==> src/rtl/demux2_fifo.sv <==
// demux2_fifo: single-clock FIFO holding one output channel of demux2_stream.
//
// Ports:
//   clk, rst     clock (rising edge), synchronous active-high reset
//   push         write push_data this cycle; ignored while full
//   push_data    word to store
//   full         no free entry (registered state only)
//   pop          remove the head entry this cycle; ignored while empty
//   head_data    oldest stored word; stale when empty, zero after reset
//   empty        no stored word (registered state only)
module demux2_fifo #(
  parameter int WIDTH = 32,
  parameter int DEPTH = 2
) (
  input  logic             clk,
  input  logic             rst,
  input  logic             push,
  input  logic [WIDTH-1:0] push_data,
  output logic             full,
  input  logic             pop,
  output logic [WIDTH-1:0] head_data,
  output logic             empty
);

  localparam int AW = (DEPTH > 1) ? $clog2(DEPTH) : 1;
  localparam logic [AW:0] PTR_ONE = (AW+1)'(1);

  // Pointers carry one extra wrap bit so full and empty are distinguishable
  // when the addresses coincide.
  logic [AW:0]      wr_ptr;
  logic [AW:0]      rd_ptr;
  logic [WIDTH-1:0] mem [DEPTH];
  logic             do_push;
  logic             do_pop;

  assign full      = (wr_ptr[AW-1:0] == rd_ptr[AW-1:0]) && (wr_ptr[AW] != rd_ptr[AW]);
  assign empty     = (wr_ptr == rd_ptr);
  assign do_push   = push && !full;
  assign do_pop    = pop && !empty;
  assign head_data = mem[rd_ptr[AW-1:0]];

  // Storage is cleared on reset so the head output reads zero afterwards.
  always_ff @(posedge clk) begin
    if (rst) begin
      wr_ptr <= '0;
      rd_ptr <= '0;
      for (int i = 0; i < DEPTH; i++) begin
        mem[i] <= '0;
      end
    end else begin
      if (do_push) begin
        mem[wr_ptr[AW-1:0]] <= push_data;
        wr_ptr              <= wr_ptr + PTR_ONE;
      end
      if (do_pop) begin
        rd_ptr <= rd_ptr + PTR_ONE;
      end
    end
  end

endmodule

==> src/rtl/demux2_stream.sv <==
// demux2_stream: registered 1-to-2 stream demultiplexer. Each accepted input
// word is routed by SEL into one of two per-channel FIFOs, so a stalled
// consumer on one channel never blocks or reorders the other.
//
// Ports:
//   CLK, RST                  clock (rising edge), synchronous active-high reset
//   In_Valid / In_Ready       input handshake; In_Ready depends only on SEL,
//                             RST and registered FIFO state
//   SEL                       destination channel for the current input word
//   Dato                      input word
//   Out0_Valid/Ready/Dato     channel 0 output stream
//   Out1_Valid/Ready/Dato     channel 1 output stream
//   Cnt0, Cnt1                words accepted per channel since reset (wrapping)
module demux2_stream #(
  parameter int WIDTH = 32,
  parameter int DEPTH = 2,
  parameter int CNTW  = 16
) (
  input  logic             CLK,
  input  logic             RST,
  input  logic             In_Valid,
  output logic             In_Ready,
  input  logic             SEL,
  input  logic [WIDTH-1:0] Dato,
  output logic             Out0_Valid,
  input  logic             Out0_Ready,
  output logic [WIDTH-1:0] Out0_Dato,
  output logic             Out1_Valid,
  input  logic             Out1_Ready,
  output logic [WIDTH-1:0] Out1_Dato,
  output logic [CNTW-1:0]  Cnt0,
  output logic [CNTW-1:0]  Cnt1
);

  logic full0, full1;
  logic empty0, empty1;
  logic push0, push1;
  logic accept;

  // No path from Out*_Ready: a pop freeing space only raises In_Ready after
  // the edge that performed it.
  assign In_Ready = !RST && !(SEL ? full1 : full0);
  assign accept   = In_Valid && In_Ready;
  assign push0    = accept && !SEL;
  assign push1    = accept && SEL;

  assign Out0_Valid = !empty0;
  assign Out1_Valid = !empty1;

  demux2_fifo #(.WIDTH(WIDTH), .DEPTH(DEPTH)) u_fifo0 (
    .clk       (CLK),
    .rst       (RST),
    .push      (push0),
    .push_data (Dato),
    .full      (full0),
    .pop       (Out0_Ready),
    .head_data (Out0_Dato),
    .empty     (empty0)
  );

  demux2_fifo #(.WIDTH(WIDTH), .DEPTH(DEPTH)) u_fifo1 (
    .clk       (CLK),
    .rst       (RST),
    .push      (push1),
    .push_data (Dato),
    .full      (full1),
    .pop       (Out1_Ready),
    .head_data (Out1_Dato),
    .empty     (empty1)
  );

  always_ff @(posedge CLK) begin
    if (RST) begin
      Cnt0 <= '0;
      Cnt1 <= '0;
    end else begin
      if (push0) Cnt0 <= Cnt0 + CNTW'(1);
      if (push1) Cnt1 <= Cnt1 + CNTW'(1);
    end
  end

endmodule

==> config.mk <==
export PLATFORM = sky130hd
export DESIGN_NAME = demux2_stream
export DESIGN_NICKNAME = d
export VERILOG_FILES = /design/src/rtl/demux2_fifo.sv /design/src/rtl/demux2_stream.sv
export SDC_FILE = /design/constraint.sdc
export NUM_CORES = 1
export LEC_CHECK = 0
export CORE_MARGIN = 4
export CORE_UTILIZATION = 47
export CTS_BUF_LIST = sky130_fd_sc_hd__clkbuf_4 sky130_fd_sc_hd__clkbuf_8 sky130_fd_sc_hd__clkbuf_16
export CTS_CLUSTER_SIZE = 16
export DETAILED_ROUTE_END_ITERATION = 16
export DONT_BUFFER_PORTS = 1
export HOLD_SLACK_MARGIN = 0.06
export PLACE_DENSITY = 0.71
export SETUP_SLACK_MARGIN = 0.3
export SLEW_MARGIN = 20
export SYNTH_ARGS = -nofsm -noshare
export SYNTH_HDL_FRONTEND = slang
export SYNTH_SLANG_ARGS = --single-unit
==> constraint.sdc <==
create_clock -name CLK -period 4.33 [get_ports CLK]
set_input_delay 0.866 -clock CLK [delete_from_list [all_inputs] [get_ports CLK]]
set_output_delay 0.866 -clock CLK [all_outputs]
set_load 0.01 [all_outputs]
# == Yosys cells after proc, flatten, opt, wreduce, memory -nomap -nowiden ==
# Memories as Yosys holds them, arrays and structs flattened. A register that Yosys moved wholly into a read port is not among the register bits.
# Index checks and enable logic that the tools add are counted.
# totals
register_bits,40
ramBits,128
inputBits,38
output_inout_bits,99
word_cells,58
mem_count,2
# op_classes
addsub,6
eq_ne,6
n_mux,19
n_reduce_logical,19
# memory_table
name,depth,word_bits,read_ports,rd_clocked_by_memory_dff,wr,line,rtl
u_fifo0.mem,2,32,1,1,2,demux2_fifo.sv:32,logic [WIDTH-1:0] mem [DEPTH];
u_fifo1.mem,2,32,1,1,2,demux2_fifo.sv:32,
# ops
op,n
$mux W32,2
$reduce_or A32 Y1,2
$add A16 B1 Y16 const B,2
$mux W1,17
$logic_and A1 B1 Y1,10
$add A2 B1 Y2 const B,4
$logic_not A1 Y1,7
$eq A2 B2 Y1,2
$eq A1 B1 Y1,2
$ne A1 B1 Y1,2

# == Longest topological paths before layout ==
# Gate-level depths: netlist of run 1.
# logic_depth
ltp_word,13
depth_mapped,6
ltp_nobuf,5

# == Cells and area by module ==
# A second synthesis of run 1 with hierarchy kept.
# unflattened
cells_unflattened,640
area_unflattened_um2,7608.5
# modules_own_cells
module,n_inst,cells_each,area_per_inst_um2,seq_area_each_um2
demux2_fifo,2,238,3076.7,2021.9
demux2_stream,1,164,1455.1,640.6

# == Worst setup path before layout of run 1 ==
# OpenSTA, ideal clock, no wires.
# synth_path
path_type,input to register
start,input RST
end,"memory u_fifo1.mem[0][0], enable pin"
setup_time_ns,0.388
arrival_ns,2.355
t_required_ns,3.942
setup_slack_ns,1.588
stages,5
path_buffers,2
path_cell_list,clkbuf_1 nand3b_1 a21oi_1 clkbuf_1 a21o_1
# synth_rtl
element,line,rtl
from (decl),demux2_stream.sv:20,"input logic RST,"
to (decl),demux2_fifo.sv:32,

# == Worst setup path in the final report of run 1 ==
# layout_path
start,register u_fifo0.rd_ptr[0]
end,output In_Ready
# layout_between
elab_chain_cells,5
# layout_rtl
element,line,rtl
from (decl),demux2_fifo.sv:31,logic [AW:0] rd_ptr;
from (signal assigned),demux2_fifo.sv:56,rd_ptr <= rd_ptr + PTR_ONE;
$eq A1 B1 Y1,demux2_fifo.sv:36,assign full = (wr_ptr[AW-1:0] == rd_ptr[AW-1:0]) && (wr_ptr[AW] != rd_ptr[AW]);
$logic_and A1 B1 Y1,demux2_fifo.sv:36,
$mux W1,demux2_stream.sv:42,assign In_Ready = !RST && !(SEL ? full1 : full0);
$logic_not A1 Y1,demux2_stream.sv:42,
$logic_and A1 B1 Y1,demux2_stream.sv:42,
to (decl),demux2_stream.sv:22,"output logic In_Ready,"
# No other way between the ends.

==> results.cfg, run 1 <==
[clock_tree]
clk_path_buf_depth = 2
post_cts_buffers = 0
cts_resized = 0
cts_tree = done
path_clk_slew_ps = 60
numCtsBuffers = 17
cts_sinks = 170
hold_buffers = 0
insertion_delay_ps = 420
htree_levels = 4
root_buffer = clkbuf_16

[worst_setup_path]
arrival_ps = 1880
ff2ff_path_depth = 4
r2r_slack_ps = 1900
cp_top_family = compound AO/OA/AOI/OAI gates
start_kind = flop
worstSetupPathType = flop to primary output
end_kind = primary output
slowest_delay_ps = 520
cp.required_ps = 3460
reg2reg_from = u_fifo1.rd_ptr[0]$_SDFFE_PP0P_
critPathSlowestCell = a311oi_1
path_max_fanout = 9
r2r-end = u_fifo1.mem[0][6]$_SDFFCE_PN0P_
cp_num_buf_inv = 0
path_cells = xor2_2 -> nor3_1 -> a311oi_1

[timing]
relSlewSlack_pct = 32.87
report.final.slew_viol_count = 0
skew_ps = 6.723
holdWs_ps = 512.9
setup_tns_ps = 0
layout_setup_ws_ps = 1582
layout_min_cycle_time_ps = 2749
tightest_slew_ps = 1006
final_hold_viol_count = 0
rsz0062_at_grt = false
period_share_pct = 63.48
max_freq_mhz = 363.8
setup_viol = 0

[synth]
synthArstFlopShare_pct = 0
yosys_most_used_dff = edfxtp_1
synthesis.nets = 610
yosysTopAreaCell = edfxtp_1
synth_edf_count = 128
netlist.area_leader.share_pct = 51.48
seq_area_frac_synth_pct = 62.75
syn_inst = 570
syn_area_per_cell_um2 = 13.10
synthTopCellsByArea = edfxtp_1 51%, dfxtp_1 11%, mux2_2 9.7%, and2_1 8.1%, and3_1 2.9%
netlist_area_um2 = 7466
ys_types = 45
yosys_warnings = 0
ys_seq_elements = 170

[cells_and_area]
final-instance-count-excl-fill = 786
post-route-cell-area_um2 = 8268
area_growth_pct = 10.74
layout.nets = 602
drive_gt1_share_pct = 20.87
nFillCells = 1254
diodes = 0

[placement]
dpl.hpwl_um = 10370
portBuffers = 0
place_congestion = 0.7356
place_inst = 754
pre_cts_slack_ps = 1506
placed_cell_area_um2 = 7670

[min_path]
hold_path_depth = 1
worstHoldPathType = primary input to flop
holdPathEnd = Cnt0[15]$_SDFFE_PP0N_
hp-start = RST

[routing]
via_per_inst = 5.593
drc = 0
ant_nets = 0
num_vias = 4396
totalWireLength_um = 16030
drt_iter0_markers = 358
firstDrtPassIters = 5
wl_per_cell_um = 20.39

[die]
rows = 45
die_y_um = 134.0
die_area_um2 = 17970
coreArea_um2 = 15370
initial_core_util_pct = 48.57
io_pins = 137
dieWidth_um = 134.0

[global_routing]
grt.total_usage_pct = 17.86
grt_max_degree = 49
grt_pass1_wl_um = 24810
antenna_found_initial = 0
overflow = 0
grt_pass1_vias = 4480

[power_and_ir_drop]
p_leak_nw = 3.058
cellPowerDensity_nw_per_um2 = 462.2
peakVddDrop_mv = 0.2669

[outcome]
status = finished clean

[run]
drv_cap = 0
-- power by group --
group / switching, W / leakage (nW) / internal (W) / total (W)
Combinational: 0.000209 / 1.09 / 0.000151 / 0.000360
Sequential: 0.0000852 / 1.67 / 0.00184 / 0.00192
Clock: 0.000598 / 0.293 / 0.000942 / 0.00154
-- cell type report --
class	count	area, µm²	share of cell area, %
sequential	170	4687	56.69
tap	211	264.0	3.193
inverter	10	37.54	0.4540
multi-input combinational	359	2651	32.07
clock buffer	23	470.5	5.690
timing repair buffer	4	30.03	0.3632
clock inverter	9	127.6	1.544
-- cell usage after synthesis (2+ instances only) --
cell / count
and2_1: 97
and4_1: 3
xor2_1: 10
nor3_1: 4
xor2_2: 2
a211oi_1: 2
and3_1: 35
o31ai_1: 7
xnor2_1: 7
o2111ai_1: 4
or3_1: 8
clkbuf_1: 22
or4_1: 6
inv_1: 10
mux2i_1: 3
buf_2: 2
nand3b_1: 2
o211ai_1: 6
a21oi_1: 19
nand3_1: 4
nand4_1: 3
dfxtp_1: 42
buf_1: 6
nor2_1: 17
or2_2: 4
ha_1: 2
o21a_1: 2
o21ba_2: 2
o21ai_0: 18
nand2b_1: 3
mux2_2: 64
nand2_1: 13
edfxtp_1: 128
or3_2: 2
-- cell families after synthesis --
logic type | count (synthesis) | synth area share (%)
xor+xnor | 20 | 2.648
flops | 170 | 62.75
fa+ha+maj | 2 | 0.3351
mux | 67 | 10.06
simple gates | 205 | 16.51
buf+inv | 41 | 2.112
compound gates | 65 | 5.597
-- sequential cells by signal (all words and copies together) (netlist names), named ones only --
register,count
u_fifo0.mem,64
u_fifo1.mem,64
Cnt0,16
Cnt1,16
u_fifo0.rd_ptr,2
u_fifo0.wr_ptr,2
u_fifo1.rd_ptr,2
u_fifo1.wr_ptr,2
-- through the flow --
stage / total power, W / utilization [%]
floorplan: 0.002227 / -
global placement: 0.002313 / 49.90
detailed placement: 0.002322 / 49.90
CTS: 0.003845 / 53.79
global route: 0.003943 / 53.79
finish: 0.003821 / 53.79
-- layout by cell type, fill, tap and decap left out, types with 13 or more instances in the layout --
| master | n |
|---|---|
| mux2_2 | 64 |
| edfxtp_1 | 128 |
| nor2_1 | 16 |
| and3_1 | 35 |
| a21oi_1 | 18 |
| clkbuf_16 | 17 |
| nand2_1 | 13 |
| o21ai_0 | 18 |
| dfxtp_1 | 40 |
| and2_1 | 97 |
-- how the worst max path moves through the flow --
stage	from	to	depth (start not counted)
after floorplan	RST	u_fifo1.mem[0][0]$_SDFFCE_PN0P_	5
after global placement	RST	u_fifo1.mem[0][16]$_SDFFCE_PN0P_	4
after detailed placement	RST	u_fifo1.mem[0][16]$_SDFFCE_PN0P_	4
after CTS	u_fifo0.rd_ptr[0]$_SDFFE_PP0P_	In_Ready	3
after global routing	u_fifo0.rd_ptr[0]$_SDFFE_PP0P_	In_Ready	3
final	u_fifo0.rd_ptr[0]$_SDFFE_PP0P_	In_Ready	3
-- per-layer routing --
layer | wire [µm] | GRT usage, % | up-vias
li1 | - | - | 2049
met1 | 6465 | 21.84 | 2184
met2 | 7798 | 29.11 | 144
met3 | 1555 | 7.314 | 19
met4 | 210 | 5.600 | 0
met5 | 0 | 0 | -
No activity file was read; power rests on OpenSTA's default activity.
==> run 2, diff against run 1 <==
Settings changed: PLACE_DENSITY 0.71 to 0.73.
Clock period 4.33 ns to 2.4 ns, I/O delays scaled along.
==> run 2 against run 1 <==
Critical path depth decreased by 1. Clock skew increased by 6.0 ps. Sequential power increased by 79%. Register-to-register slack got worse by 1400 ps. Utilization increased by 1.1 points. Non-clock buffer count increased by 13. Clock power increased by 65%. Design area increased by 2.0%.
==> results.cfg, run 2 (same netlist as run 1, synthesis figures left out) <==
[clock_tree]
root_buffer = clkbuf_16
numCtsBuffers = 17
cts_sinks = 170
htree_levels = 4
cts_tree = done
hold_buffers = 0
insertion_delay_ps = 430
clk_path_buf_depth = 2
path_clk_slew_ps = 70

[cells_and_area]
post-route-cell-area_um2 = 8433
diodes = 0
drive_gt1_share_pct = 23.81
layout_commonest_cell = edfxtp_1
mostFrequentLayoutCells = 128 x edfxtp_1, 97 x and2_1, 64 x mux2_2
top_regs = u_fifo0.mem (64), u_fifo1.mem (64)
nFillCells = 1250
area_growth_pct = 12.95
layout.nets = 615

[outcome]
status = finished clean

[die]
rows = 45
die_area_um2 = 17970
initial_core_util_pct = 48.57
die_y_um = 134.0
dieWidth_um = 134.0
io_pins = 137
coreArea_um2 = 15370

[timing]
tightest_slew_ps = 521.0
setup_viol = 0
period_share_pct = 84.82
layout_min_cycle_time_ps = 2036
setup_tns_ps = 0
final_hold_viol_count = 0
relSlewSlack_pct = 65.23
max_freq_mhz = 491.3
report.final.slew_viol_count = 0
skew_ps = 12.68
rsz0062_at_grt = false

[routing]
drc = 0
via_per_inst = 5.606
firstDrtPassIters = 4
totalWireLength_um = 16130
wl_per_cell_um = 20.19
num_vias = 4479
drt_iter0_markers = 281
ant_nets = 0

[worst_setup_path]
cp_top_family = flip-flops
path_cells = buf_4 -> mux2_2
end_kind = primary output
slowest_delay_ps = 490
start_kind = flop
worstSetupPathType = flop to primary output
critPathSlowestCell = dfxtp_4
cp.required_ps = 1920
arrival_ps = 1560
cp_num_buf_inv = 1
path_max_fanout = 10

[power_and_ir_drop]
peakVddDrop_mv = 0.4640
p_leak_nw = 3.117
cellPowerDensity_nw_per_um2 = 801.0

[min_path]
worstHoldPathType = primary input to flop

[global_routing]
grt.total_usage_pct = 17.98
antenna_found_initial = 0
overflow = 0
grt_pass1_vias = 4506
grt_pass1_wl_um = 24960
grt_max_degree = 49

[placement]
portBuffers = 0
placed_cell_area_um2 = 7782
place_congestion = 0.7715
dpl.hpwl_um = 10460

[run]
drv_cap = 0
## run 2: changes by cell type in the layout (fill, tap and decap cells not counted), moves of 2 or more
cell	delta
buf_4	+9
clkbuf_4	-5
clkinv_4	+5
inv_6	+5
buf_12	+4
dfxtp_1	-4
bufinv_16	-3
clkinv_2	-2
dfxtp_2	+2
dfxtp_4	+2
## run 2: final timing paths
path | cells after the start | slack [ps] | startpoint | to
max | 2 | 360 | flop | Out0_Dato[23]
min | 1 | 110 | RST | u_fifo0.rd_ptr[0]$_SDFFE_PP0P_
max reg2reg | 5 | 510 | Cnt1[0]$_SDFFE_PP0N_ | Cnt1[12]$_SDFFE_PP0N_
min reg2reg | 2 | 530 | Cnt1[15]$_SDFFE_PP0N_ | Cnt1[15]$_SDFFE_PP0N_
## run 2: layout make-up
cell class	count	area (µm²)	area share, %
multi-input cells	359	2709	32.12
clock inverters	14	115.1	1.365
clock buffers	18	432.9	5.134
repair buffers	17	177.7	2.107
flip-flops and latches	170	4697	55.70
well taps	211	264.0	3.131
inverters	10	37.54	0.4451
## run 2: where the power goes
| group | internal (W) | total, W | switching (W) |
|---|---|---|---|
| logic | 0.000343 | 0.000790 | 0.000447 |
| clock network | 0.00136 | 0.00254 | 0.00118 |
| registers | 0.00331 | 0.00343 | 0.000114 |
## run 2: worst register-to-register path, cell delays in order, from the launching register on
cell and delay (ps):
dfxtp_1 480, ha_1 230, and3_1 200, o211ai_1 220, or4_1 530, a21oi_1 160
## run 2: per-stage QoR
step           setup slack (ps)  instances  hold WS, ps  total power (W)  util [%]
6_report                  364.4        799        105.9         0.006755     54.86
5_1_grt                   318.6        799        86.94         0.007003     54.86
3_5_place_dp              441.1        762        518.6         0.004247     50.63
3_3_place_gp              514.0        762        509.0         0.004218     50.63
2_1_floorplan             300.3        570        494.4         0.004018         -
4_1_cts                   234.6        794        93.90         0.006773     54.46
## run 2: metal layers
metal	share of wire [%]	vias up	wire (µm)	GRT usage (%)
li1	-	2077	-	-
met1	41	2238	6620	21.32
met2	48	142	7818	29.73
met3	8.7	22	1401	7.314
met4	1.8	0	287	6.391
met5	0	-	0	0
## run 2: timing repair
action,in CTS,in global routing
setup endpoints to repair,42,2
pin swaps,1,2
resized for setup,6,6
buffers inserted,0,5
